$ cat config.mk
export PLATFORM = sky130hd
export DESIGN_NAME = note_lane_scheduler
export DESIGN_NICKNAME = d
export VERILOG_FILES = /design/src/rtl/note_sched_pkg.sv /design/src/rtl/lane_slot_bank.sv /design/src/rtl/note_lane_scheduler.sv
export SDC_FILE = /design/constraint.sdc
export NUM_CORES = 1
export LEC_CHECK = 0
export BUFFER_PORTS_ARGS = -buffer_cell sky130_fd_sc_hd__buf_2
export CAP_MARGIN = 20
export CORE_MARGIN = 3
export CORE_UTILIZATION = 61
export DETAILED_ROUTE_END_ITERATION = 10
export HOLD_SLACK_MARGIN = 0.12
export PLACE_DENSITY = 0.81
export RECOVER_POWER = 100
export SLEW_MARGIN = 40
export SYNTH_ARGS = -nofsm -noshare
export SYNTH_HDL_FRONTEND = slang
export SYNTH_SLANG_ARGS = --single-unit
$ cat constraint.sdc
create_clock -name clk -period 19.5 [get_ports clk]
set_clock_uncertainty 0.1 [all_clocks]
set_input_delay 1.95 -clock clk [delete_from_list [all_inputs] [get_ports clk]]
set_output_delay 1.95 -clock clk [all_outputs]
set_load 0.02 [all_outputs]
$ cat src/rtl/note_sched_pkg.sv
// Shared definitions for the falling-note scheduler.
// Holds the sequencer state encoding, the default playfield geometry and the
// width of every slot position register.
package note_sched_pkg;

  // Width of one slot position; 10 bits covers rows 0..1023.
  localparam int unsigned PosW = 10;

  // Default playfield geometry (rows).
  localparam int unsigned DefYMax   = 520;
  localparam int unsigned DefSpawnY = 0;
  localparam int unsigned DefHitLo  = 440;
  localparam int unsigned DefHitHi  = 500;

  typedef enum logic [1:0] {
    StIdle  = 2'd0,
    StRun   = 2'd1,
    StDrain = 2'd2,
    StDone  = 2'd3
  } state_e;

endpackage

$ cat src/rtl/lane_slot_bank.sv
// One lane of note slots.
// Ports:
//   clk_i, rst_ni  - clock, asynchronous active-low reset
//   clear_i        - drop every slot (new song)
//   en_i           - movement and hits enabled (RUN or DRAIN)
//   tick_i         - advance every active slot by one row
//   hit_i          - player press on this lane
//   spawn_i        - allocate a note in the lowest free slot
//   pos_o          - packed slot positions, slot s at [s*PosW +: PosW]
//   active_o       - slot valid flags
//   hit_ok_o       - a press retired a slot this cycle
//   miss_cnt_o     - slots retired at the bottom this cycle
//   full_o         - no free slot in the pre-cycle flags
module lane_slot_bank
  import note_sched_pkg::*;
#(
  parameter int unsigned SLOTS   = 3,
  parameter int unsigned Y_MAX   = DefYMax,
  parameter int unsigned SPAWN_Y = DefSpawnY,
  parameter int unsigned HIT_LO  = DefHitLo,
  parameter int unsigned HIT_HI  = DefHitHi
) (
  input  logic                         clk_i,
  input  logic                         rst_ni,
  input  logic                         clear_i,
  input  logic                         en_i,
  input  logic                         tick_i,
  input  logic                         hit_i,
  input  logic                         spawn_i,
  output logic [SLOTS*PosW-1:0]        pos_o,
  output logic [SLOTS-1:0]             active_o,
  output logic                         hit_ok_o,
  output logic [$clog2(SLOTS+1)-1:0]   miss_cnt_o,
  output logic                         full_o
);

  localparam int unsigned MissW = $clog2(SLOTS + 1);
  localparam logic [PosW-1:0] YMax   = PosW'(Y_MAX);
  localparam logic [PosW-1:0] SpawnY = PosW'(SPAWN_Y);
  localparam logic [PosW-1:0] HitLo  = PosW'(HIT_LO);
  localparam logic [PosW-1:0] HitHi  = PosW'(HIT_HI);

  logic [SLOTS-1:0][PosW-1:0] pos_q, pos_d;
  logic [SLOTS-1:0]           act_q, act_d;
  logic [SLOTS-1:0]           hit_sel, spawn_sel;
  logic                       found, free_found;
  logic [PosW-1:0]            sel_pos;
  logic [MissW-1:0]           miss_cnt;

  // Hit target: deepest in-window slot; strict '>' keeps the lowest index on ties.
  always_comb begin
    found   = 1'b0;
    sel_pos = '0;
    hit_sel = '0;
    for (int s = 0; s < SLOTS; s++) begin
      if (act_q[s] && pos_q[s] >= HitLo && pos_q[s] <= HitHi &&
          (!found || pos_q[s] > sel_pos)) begin
        found      = 1'b1;
        sel_pos    = pos_q[s];
        hit_sel    = '0;
        hit_sel[s] = 1'b1;
      end
    end
  end

  // Spawn target: lowest slot free in the pre-cycle flags, so a slot retired
  // this cycle is never reused until the next one.
  always_comb begin
    free_found = 1'b0;
    spawn_sel  = '0;
    for (int s = 0; s < SLOTS; s++) begin
      if (!act_q[s] && !free_found) begin
        free_found   = 1'b1;
        spawn_sel[s] = 1'b1;
      end
    end
  end

  always_comb begin
    act_d    = act_q;
    pos_d    = pos_q;
    miss_cnt = '0;
    for (int s = 0; s < SLOTS; s++) begin
      if (act_q[s]) begin
        if (en_i && hit_i && hit_sel[s]) begin
          act_d[s] = 1'b0;
        end else if (en_i && tick_i) begin
          if (pos_q[s] == YMax) begin
            act_d[s] = 1'b0;
            miss_cnt = miss_cnt + MissW'(1);
          end else begin
            pos_d[s] = pos_q[s] + PosW'(1);
          end
        end
      end else if (spawn_i && spawn_sel[s]) begin
        act_d[s] = 1'b1;
        pos_d[s] = SpawnY;
      end
    end
    if (clear_i) begin
      act_d = '0;
    end
  end

  always_ff @(posedge clk_i or negedge rst_ni) begin
    if (!rst_ni) begin
      pos_q <= '0;
      act_q <= '0;
    end else begin
      pos_q <= pos_d;
      act_q <= act_d;
    end
  end

  assign pos_o      = pos_q;
  assign active_o   = act_q;
  assign hit_ok_o   = en_i & hit_i & found;
  assign miss_cnt_o = miss_cnt;
  assign full_o     = &act_q;

endmodule

$ cat src/rtl/note_lane_scheduler.sv
// Falling-note sequencer: fetches one pattern word per beat, spawns notes into
// per-lane slot banks, moves them on ticks and scores hits and misses.
// Ports:
//   clk, reset           - clock, asynchronous active-low reset
//   start                - level, starts a song from IDLE or DONE
//   tick, beat, hit      - movement, spawn and per-lane press pulses
//   pattern_data/_addr   - asynchronous pattern ROM interface
//   pos, active          - slot positions and valid flags for the pixel logic
//   score, misses        - saturating counters
//   overflow             - sticky, a spawn found its lane full
//   state                - IDLE=0, RUN=1, DRAIN=2, DONE=3
module note_lane_scheduler
  import note_sched_pkg::*;
#(
  parameter int unsigned LANES       = 3,
  parameter int unsigned SLOTS       = 3,
  parameter int unsigned PATTERN_LEN = 8,
  parameter int unsigned Y_MAX       = DefYMax,
  parameter int unsigned SPAWN_Y     = DefSpawnY,
  parameter int unsigned HIT_LO      = DefHitLo,
  parameter int unsigned HIT_HI      = DefHitHi
) (
  input  logic                           clk,
  input  logic                           reset,
  input  logic                           start,
  input  logic                           tick,
  input  logic                           beat,
  input  logic [LANES-1:0]               hit,
  input  logic [LANES-1:0]               pattern_data,
  output logic [$clog2(PATTERN_LEN)-1:0] pattern_addr,
  output logic [LANES*SLOTS*PosW-1:0]    pos,
  output logic [LANES*SLOTS-1:0]         active,
  output logic [7:0]                     score,
  output logic [7:0]                     misses,
  output logic                           overflow,
  output logic [1:0]                     state
);

  localparam int unsigned AddrW = $clog2(PATTERN_LEN);
  localparam int unsigned MissW = $clog2(SLOTS + 1);
  localparam logic [AddrW-1:0] AddrLast = AddrW'(PATTERN_LEN - 1);

  state_e               state_q;
  logic [AddrW-1:0]     addr_q;
  logic [7:0]           score_q, misses_q;
  logic                 overflow_q;

  logic                 run_en, clear_all;
  logic [LANES-1:0]     spawn, hit_ok, full;
  logic [LANES-1:0][MissW-1:0] miss_cnt;
  // Wide enough to sum every lane's events without wrapping before saturation.
  logic [9:0]           hit_sum, miss_sum, score_sum, miss_tot;
  logic [7:0]           score_nxt, misses_nxt;

  assign run_en    = (state_q == StRun) || (state_q == StDrain);
  assign clear_all = ((state_q == StIdle) || (state_q == StDone)) && start;
  assign spawn     = {LANES{(state_q == StRun) && beat}} & pattern_data;

  for (genvar l = 0; l < LANES; l++) begin : g_lane
    lane_slot_bank #(
      .SLOTS  (SLOTS),
      .Y_MAX  (Y_MAX),
      .SPAWN_Y(SPAWN_Y),
      .HIT_LO (HIT_LO),
      .HIT_HI (HIT_HI)
    ) u_bank (
      .clk_i     (clk),
      .rst_ni    (reset),
      .clear_i   (clear_all),
      .en_i      (run_en),
      .tick_i    (tick),
      .hit_i     (hit[l]),
      .spawn_i   (spawn[l]),
      .pos_o     (pos[l*SLOTS*PosW +: SLOTS*PosW]),
      .active_o  (active[l*SLOTS +: SLOTS]),
      .hit_ok_o  (hit_ok[l]),
      .miss_cnt_o(miss_cnt[l]),
      .full_o    (full[l])
    );
  end

  always_comb begin
    hit_sum  = '0;
    miss_sum = '0;
    for (int l = 0; l < LANES; l++) begin
      hit_sum  = hit_sum + 10'(hit_ok[l]);
      miss_sum = miss_sum + 10'(miss_cnt[l]);
    end
    score_sum  = {2'b00, score_q} + hit_sum;
    miss_tot   = {2'b00, misses_q} + miss_sum;
    score_nxt  = (score_sum > 10'd255) ? 8'd255 : score_sum[7:0];
    misses_nxt = (miss_tot > 10'd255) ? 8'd255 : miss_tot[7:0];
  end

  always_ff @(posedge clk or negedge reset) begin
    if (!reset) begin
      state_q    <= StIdle;
      addr_q     <= '0;
      score_q    <= '0;
      misses_q   <= '0;
      overflow_q <= 1'b0;
    end else begin
      unique case (state_q)
        StIdle, StDone: begin
          if (start) begin
            state_q    <= StRun;
            addr_q     <= '0;
            score_q    <= '0;
            misses_q   <= '0;
            overflow_q <= 1'b0;
          end
        end
        StRun: begin
          if (beat) begin
            if (addr_q == AddrLast) state_q <= StDrain;
            else                    addr_q  <= addr_q + AddrW'(1);
          end
          if (|(spawn & full)) overflow_q <= 1'b1;
          score_q  <= score_nxt;
          misses_q <= misses_nxt;
        end
        StDrain: begin
          if (active == '0) state_q <= StDone;
          score_q  <= score_nxt;
          misses_q <= misses_nxt;
        end
        default: state_q <= StIdle;
      endcase
    end
  end

  assign pattern_addr = addr_q;
  assign score        = score_q;
  assign misses       = misses_q;
  assign overflow     = overflow_q;
  assign state        = state_q;

endmodule

Yosys cells after proc, flatten, opt, wreduce, memory -nomap -nowiden --
Cells that the tools add are included.
Cells by class: add/sub/neg operators 22, order comparisons 26, eq/ne operators 46, mux-type cells 182, bitwise logic cells 8, reduce and logical (&&, ||, !) cells 107
Operators with widths (count):
- 10-bit two-way mux | 51
- 10-bit by 1-bit adder with 10-bit output (second input constant) | 9
- 10-bit equality test (second input constant) | 9
- 10-bit by 9-bit >= comparator with 1-bit output (second input constant) | 9
- 10-bit by 9-bit less-or-equal comparator with 1-bit output (second input constant) | 9
- 1-bit two-way mux | 74
- 2-bit two-way mux | 37
- 10-bit > comparator | 6
- 2-bit inequality test (second input constant) | 30
- 1-bit logical AND | 54
- 4-bit AND reduction | 11
- 3-bit two-way mux | 12
- 8-bit one-hot mux with 2 select lines | 2
- 8-bit two-way mux | 3
- 2-bit nonzero test | 10
- 9-bit by 8-bit > comparator with 1-bit output (second input constant) | 2
- 1-bit zero test | 15
- 2-bit by 1-bit adder with 2-bit output (second input constant) | 6
- 3-bit AND reduction | 4
- 8-bit by 3-bit adder with 9-bit output | 1
- 8-bit by 4-bit adder with 9-bit output | 1
- 9-bit zero test | 1
- 1-bit logical OR | 8
- 1-bit AND | 6
- other kinds (16) | 21
Storage, ports and cells: register bits after elaboration 121, output and inout port bits 121

Logic depth before layout (Yosys ltp) --
word-level depth 31, mapped depth 36, mapped depth without buffers 35

Hierarchy --
Synthesis repeated with hierarchy kept, for this count alone.
Second synthesis, totals: cell total of the unflattened synthesis 1135, area, all modules 9801.9 um^2
By module, submodules not included:
- lane_slot_bank at g_lane[0].u_bank ... | instances 2, cells an instance 330, area an instance 2731.4 um^2, sequential area each 825.8 um^2
- lane_slot_bank at g_lane[2].u_bank | instances 1, cells an instance 327, area an instance 2859.0 um^2, sequential area each 825.8 um^2
- note_lane_scheduler | instances 1, cells an instance 148, area an instance 1480.2 um^2, sequential area each 550.5 um^2

Least setup slack after synthesis --
No wires, ideal clock.
kind flip-flop to flip-flop, start register g_lane[0].u_bank.pos_q (netlist bit g_lane[0].u_bank.pos_o[0]), end register misses_q[7] (netlist: misses[7]), library setup time 0.124 ns, data arrival time 7.199 ns, path slack 12.077 ns, cell stages (with the launch flop) 35, path buffers 1, period minus slack after synthesis 7.423 ns, cell sequence dfrtp_1 -> inv_1 -> ha_1 -> nor2b_1 -> o211ai_1 -> a22oi_1 -> nor2_1 -> nand2_1 -> ha_1 -> a21o_1 -> a21oi_1 -> o2111ai_1 -> a211o_1 -> and2_1 -> clkbuf_1 -> nor2_1 -> a21oi_1 -> ha_1 -> a21o_1 -> a21oi_1 -> o32ai_1 -> o31ai_1 -> nand4_1 -> a22o_1 -> fa_1 -> inv_1 -> fa_1 -> inv_1 -> ha_1 -> fa_1 -> and2_1 -> o21a_1 -> and3_1 -> o21ai_0 -> a21oi_1
Between the ends: cells in the longest elaborated chain, start to end 31, elaborated cells between the ends (all ways) 43, classes of those cells add/sub: 5; order compare: 5; eq/ne: 1; mux: 21; reduce/logical: 11
Ends and longest elaborated chain:
- start: declaration | RTL line lane_slot_bank.sv:43 | logic [SLOTS-1:0][PosW-1:0] pos_q, pos_d;
- start signal: assignment | RTL line lane_slot_bank.sv:110 | pos_q <= pos_d;
- 10-bit by 9-bit >= comparator with 1-bit output | RTL line lane_slot_bank.sv:56 | if (act_q[s] && pos_q[s] >= HitLo && pos_q[s] <= HitHi &&
- 1-bit logical AND (2 in a row) | RTL line lane_slot_bank.sv:56
- 10-bit two-way mux / 1-bit two-way mux (equally long branches) | RTL line lane_slot_bank.sv:56
- 10-bit > comparator / 1-bit zero test (equally long branches) | RTL line lane_slot_bank.sv:57 | (!found || pos_q[s] > sel_pos)) begin
- 1-bit logical OR | RTL line lane_slot_bank.sv:57
- 1-bit logical AND | RTL line lane_slot_bank.sv:56
- 10-bit two-way mux / 1-bit two-way mux (equally long branches) | RTL line lane_slot_bank.sv:56
- 10-bit > comparator / 1-bit zero test (equally long branches) | RTL line lane_slot_bank.sv:57
- (+14 left out)
- 2-bit two-way mux | RTL line lane_slot_bank.sv:85 | if (en_i && hit_i && hit_sel[s]) begin
- 2-bit two-way mux (*) | RTL line lane_slot_bank.sv:84 | if (act_q[s]) begin
- 2-bit by 2-bit adder with 3-bit output (*) | RTL line note_lane_scheduler.sv:87 | miss_sum = miss_sum + 10'(miss_cnt[l]);
- 3-bit by 2-bit adder with 4-bit output (*) | RTL line note_lane_scheduler.sv:87
- 8-bit by 4-bit adder with 9-bit output (*) | RTL line note_lane_scheduler.sv:90 | miss_tot = {2'b00, misses_q} + miss_sum;
- 9-bit by 8-bit > comparator with 1-bit output | RTL line note_lane_scheduler.sv:92 | misses_nxt = (miss_tot > 10'd255) ? 8'd255 : miss_tot[7:0];
- 8-bit two-way mux (*) | RTL line note_lane_scheduler.sv:92
- 8-bit one-hot mux with 2 select lines (*) | RTL line note_lane_scheduler.sv:103 | unique case (state_q)
- end signal: assignment | RTL line note_lane_scheduler.sv:120 | misses_q <= misses_nxt;
- end signal: assignment | RTL line note_lane_scheduler.sv:125 | misses_q <= misses_nxt;
- end: declaration | RTL line note_lane_scheduler.sv:45 | logic [7:0] score_q, misses_q;
Mark *: on every way between the ends. The rest lies on a longest branch, timed or not. A chain may end at the register's enable or synchronous reset.

Worst setup path after layout --
start register g_lane[2].u_bank.pos_q (netlist bit g_lane[2].u_bank.pos_o[0]), end register misses_q[5] (netlist: misses[5])
Between the ends: cells in the longest elaborated chain, start to end 30, elaborated cells between the ends (all ways) 42, classes of those cells add/sub: 4; order compare: 5; eq/ne: 1; mux: 21; reduce/logical: 11
Ends and longest elaborated chain:
- start: declaration | RTL line lane_slot_bank.sv:43
- start signal: assignment | RTL line lane_slot_bank.sv:110
- 10-bit by 9-bit >= comparator with 1-bit output | RTL line lane_slot_bank.sv:56
- 1-bit logical AND (2 in a row) | RTL line lane_slot_bank.sv:56
- 10-bit two-way mux / 1-bit two-way mux (equally long branches) | RTL line lane_slot_bank.sv:56
- 10-bit > comparator / 1-bit zero test (equally long branches) | RTL line lane_slot_bank.sv:57
- 1-bit logical OR | RTL line lane_slot_bank.sv:57
- 1-bit logical AND | RTL line lane_slot_bank.sv:56
- 10-bit two-way mux / 1-bit two-way mux (equally long branches) | RTL line lane_slot_bank.sv:56
- 10-bit > comparator / 1-bit zero test (equally long branches) | RTL line lane_slot_bank.sv:57
- (+13 left out)
- 2-bit two-way mux | RTL line lane_slot_bank.sv:87 | end else if (en_i && tick_i) begin
- 2-bit two-way mux | RTL line lane_slot_bank.sv:85
- 2-bit two-way mux (*) | RTL line lane_slot_bank.sv:84
- 3-bit by 2-bit adder with 4-bit output (*) | RTL line note_lane_scheduler.sv:87
- 8-bit by 4-bit adder with 9-bit output (*) | RTL line note_lane_scheduler.sv:90
- 9-bit by 8-bit > comparator with 1-bit output | RTL line note_lane_scheduler.sv:92
- 8-bit two-way mux (*) | RTL line note_lane_scheduler.sv:92
- 8-bit one-hot mux with 2 select lines (*) | RTL line note_lane_scheduler.sv:103
Marked as above.

==> metrics.md <==
| Metric | Value |
|---|---|
| Status | `finished, violations left` |
| Failing checks | `capacitance limit, slew limit` |
| Vias in the first global route | `8644` |
| H-tree levels | `4` |
| Syn Inst Count | `1187` |
| Final slew viol count | `143` |
| Max transition margin | `-123%` |
| Die height | `133 um` |
| Worst slew pin tran | `3350 ps` |
| Pwr per Cell Area | `92.5 mW/mm2` |
| Sequential power share | `34.8%` |
| Register area share after synthesis | `30.8%` |
| DP HPWL | `19400 um` |
| Worst EP arrival | `9510 ps` |
| WHS Path Cells | `2` |
| Switching portion of total power | `41.9%` |
| Core Area | `0.0155 mm2` |
| # setup viols final | `0` |
| Total Wirelength | `26900 um` |
| Reg-to-reg critical path endpoint | `misses[5]` |
| CP peak stage delay | `1550 ps` |
| WS Path Type | `reg -> reg` |
| Peak Freq | `108 MHz` |
| Die Width | `133 um` |
| Drt drc | `0` |
| Worst VDD drop | `0.0000662 V` |
| RSZ-0062 raised after global routing | `false` |
| Via Count | `9560` |
| Share of cells above drive strength 1 | `4.52%` |
| Worst reg2reg startpoint | `g_lane[2].u_bank.pos_o[0]` |
| Post-cts sizing count | `0` |
| Ys async rst share | `100%` |
| CTS tree | `yes` |
| Gpl congestion | `0.970` |
| Post-synthesis compound-gate area fraction | `17.1%` |
| YS warnings | `0` |
| CTS Hold Buffers Added | `0` |
| Root buffer cell | `clkbuf_16` |
| Synth Flop Type | `dfrtp_1` |
| Initial core utilization | `63.4%` |
| Worst R2R Setup Slack | `10210 ps` |
| Antenna violations before repair | `0` |
| Register bit total from synthesis | `121` |
| Post-synth EDFFs | `0` |
| Leakage | `0.00480 uW` |
| Slowest stage cell, crit path | `o31ai_1` |
| Area Overhead vs Synth | `11.2%` |
| Ant. Diodes | `0` |
| Cell Area, Synth | `0.00982 mm2` |
| Hold Startpoint | `state[1]` |
| Clock share of power | `31.5%` |
| WP data required | `19720 ps` |
| Vias per Instance | `6.31` |
| ANT nets after route | `0` |
| Buffer depth of the longest clock path | `2` |
| Commonest non-fill, non-tap cell in the layout | `nand2_1` |
| Die area | `0.0176 mm2` |
| Commonest cells after routing, fill and taps aside | `134 x nand2_1, 129 x clkbuf_1, 121 x dfrtp_1, 93 x ha_1, 88 x nor2_1` |
| Placed cell count | `1484` |
| P_int | `587 uW` |
| Synth Area per Inst | `8.27 um2` |
| CP endpoint kind | `register` |
| Ports | `132` |
| Row cnt | `45` |
| Distinct cells, synth | `79` |
| R2R depth | `29` |
| Fin crit period | `9290 ps` |
| Final #Nets | `1402` |
| Mux share of post-synthesis cell area | `4.65%` |
| Hold Crit Class | `reg -> reg` |
| XOR/XNOR Fraction of Synth Area | `1.61%` |
| Setup TNS | `0 ps` |
| Post-synthesis simple-gate area fraction | `27.4%` |
| CP startpoint kind | `register` |
| Total track usage | `30.2%` |
| Drt wl/cell | `17.8 um` |
| Final Hold Viols | `0` |
| First-pass GRT wire length | `44100 um` |
| Total net switching power | `422 uW` |
| Clock sinks | `121` |
| Largest net degree at the start of global routing | `63` |
| Comb pwr share | `33.7%` |
| Iter 0 DRT Violations | `808` |
| Largest family of logic cells by synthesized area | `simple AND/OR/NAND/NOR gates` |
| # Max-Cap Violations | `3` |
| Crit path max fanout | `18` |
| First-pass iteration count of the detailed router | `7` |
| Fin cells | `1516` |
| Post-synthesis adder-cell area fraction | `13.1%` |
| Later-pin clock latency in the skew report | `420 ps` |
| Fin crit share | `47.6%` |
| CTS Buf Count | `17` |
| Count of input and output buffers | `131` |
| WHS | `435 ps` |
| Hold endpoint | `state[1]` |
| Global route total overflow | `0` |
| Post-CTS setup buffers | `0` |
| Clk slew on worst S/H paths | `60 ps` |
critical path: cells and delay by family (launching register included):
kind | cells | cell delay, ps
and+or+nand+nor | 6 | 1680
adders and majority gates | 5 | 1400
AOI/OAI and AO/OA | 15 | 4980
buffers and inverters | 2 | 180
DFF | 1 | 430
muxes | 1 | 400
worst max-delay path by stage:
stage,start,to,slack (ps),cells after the start
4_1_cts,g_lane[0].u_bank.pos_o[0],misses[7],11410,33
5_1_grt,g_lane[2].u_bank.pos_o[0],misses[3],9370,29
3_5_place_dp,g_lane[0].u_bank.pos_o[0],misses[7],11460,33
2_1_floorplan,g_lane[0].u_bank.pos_o[0],misses[7],12080,34
3_3_place_gp,g_lane[0].u_bank.pos_o[0],misses[7],11670,33
6_report,g_lane[2].u_bank.pos_o[0],misses[5],10210,29
metal layers:
layer | GRT usage, % | vias up | share of wire [%]
met5 | 0 | - | 0
met4 | 9.99 | 0 | 2.1
met3 | 5.55 | 58 | 7.6
met2 | 46.8 | 396 | 46
met1 | 42.9 | 4565 | 44
li1 | - | 4541 | -
power groups by stage:
| stage | sequential (uW) | combinational, uW | clock [uW] |
|---|---|---|---|
| floorplan | 365 | 220 | 0 |
| global placement | 351 | 341 | 0 |
| detailed placement | 353 | 347 | 0 |
| CTS | 349 | 352 | 320 |
| global route | 357 | 379 | 333 |
| finish | 351 | 340 | 318 |
registers in the layout, summed over array words and instances, names as in the netlist:
| register | flops |
|---|---|
| g_lane.u_bank.active_o | 9 |
| g_lane.u_bank.pos_o | 90 |
| misses | 8 |
| overflow | 1 |
| pattern_addr | 3 |
| score | 8 |
| state | 2 |
Yosys cell counts (6+ instances only):
| library cell | number | area [um2] |
|---|---|---|
| fa_1 | 6 | 120 |
| nor3_1 | 34 | 170 |
| nand4_1 | 44 | 275 |
| nor2_1 | 88 | 330 |
| a21o_1 | 12 | 90.1 |
| nor2b_1 | 15 | 93.8 |
| clkbuf_1 | 37 | 139 |
| a21oi_1 | 65 | 325 |
| nand2b_1 | 18 | 113 |
| nand3_1 | 59 | 295 |
| or3_1 | 19 | 119 |
| nand2_1 | 134 | 503 |
| and3_1 | 17 | 106 |
| o21ai_0 | 64 | 320 |
| a31oi_1 | 18 | 113 |
| xor2_1 | 11 | 96.3 |
| or4_1 | 12 | 90.1 |
| a211oi_1 | 11 | 82.6 |
| inv_1 | 82 | 308 |
| o2111ai_1 | 6 | 52.6 |
| and4_1 | 7 | 61.3 |
| xnor2_1 | 7 | 61.3 |
| buf_2 | 11 | 55.1 |
| o21a_1 | 7 | 52.6 |
| nand4b_1 | 7 | 61.3 |
| or2_2 | 9 | 56.3 |
| mux2i_1 | 40 | 400 |
| and2_1 | 9 | 56.3 |
| nor4_1 | 16 | 100 |
| o31ai_1 | 16 | 120 |
| ha_1 | 93 | 1160 |
| o211ai_1 | 6 | 45.0 |
| dfrtp_1 | 121 | 3030 |
| nor3b_1 | 7 | 52.6 |
stage by stage:
| step | area [um2] | setup WS, ps | total power, uW | util, % |
|---|---|---|---|---|
| after global placement | 10600 | 11670 | 693 | 68.2 |
| after CTS | 11200 | 11410 | 1020 | 72.0 |
| after detailed placement | 10600 | 11460 | 700 | 68.2 |
| final | 10900 | 10210 | 1010 | 70.5 |
| after floorplan | 9830 | 12080 | 584 | - |
| after global routing | 10900 | 9370 | 1070 | 70.5 |
final cells by class:
cell class | count | area (um2)
multi-input cells | 936 | 6210
clock inverters | 12 | 151
fillers | 1296 | 4570
flip-flops and latches | 121 | 3030
well taps | 211 | 264
inverters | 83 | 312
repair buffers | 133 | 508
clock buffers | 20 | 437
cells by family (layout without fill, tap and decap cells):
kind of cell,count (synthesis),count (layout)
and+or+nand+nor,516,516
buffers and inverters,135,248
other,1,6
xor gates and xnor gates,18,18
AOI/OAI and AO/OA,252,252
muxes,45,45
DFF,121,121
adders and majority gates,99,99
(Power assumes the default switching activity.)
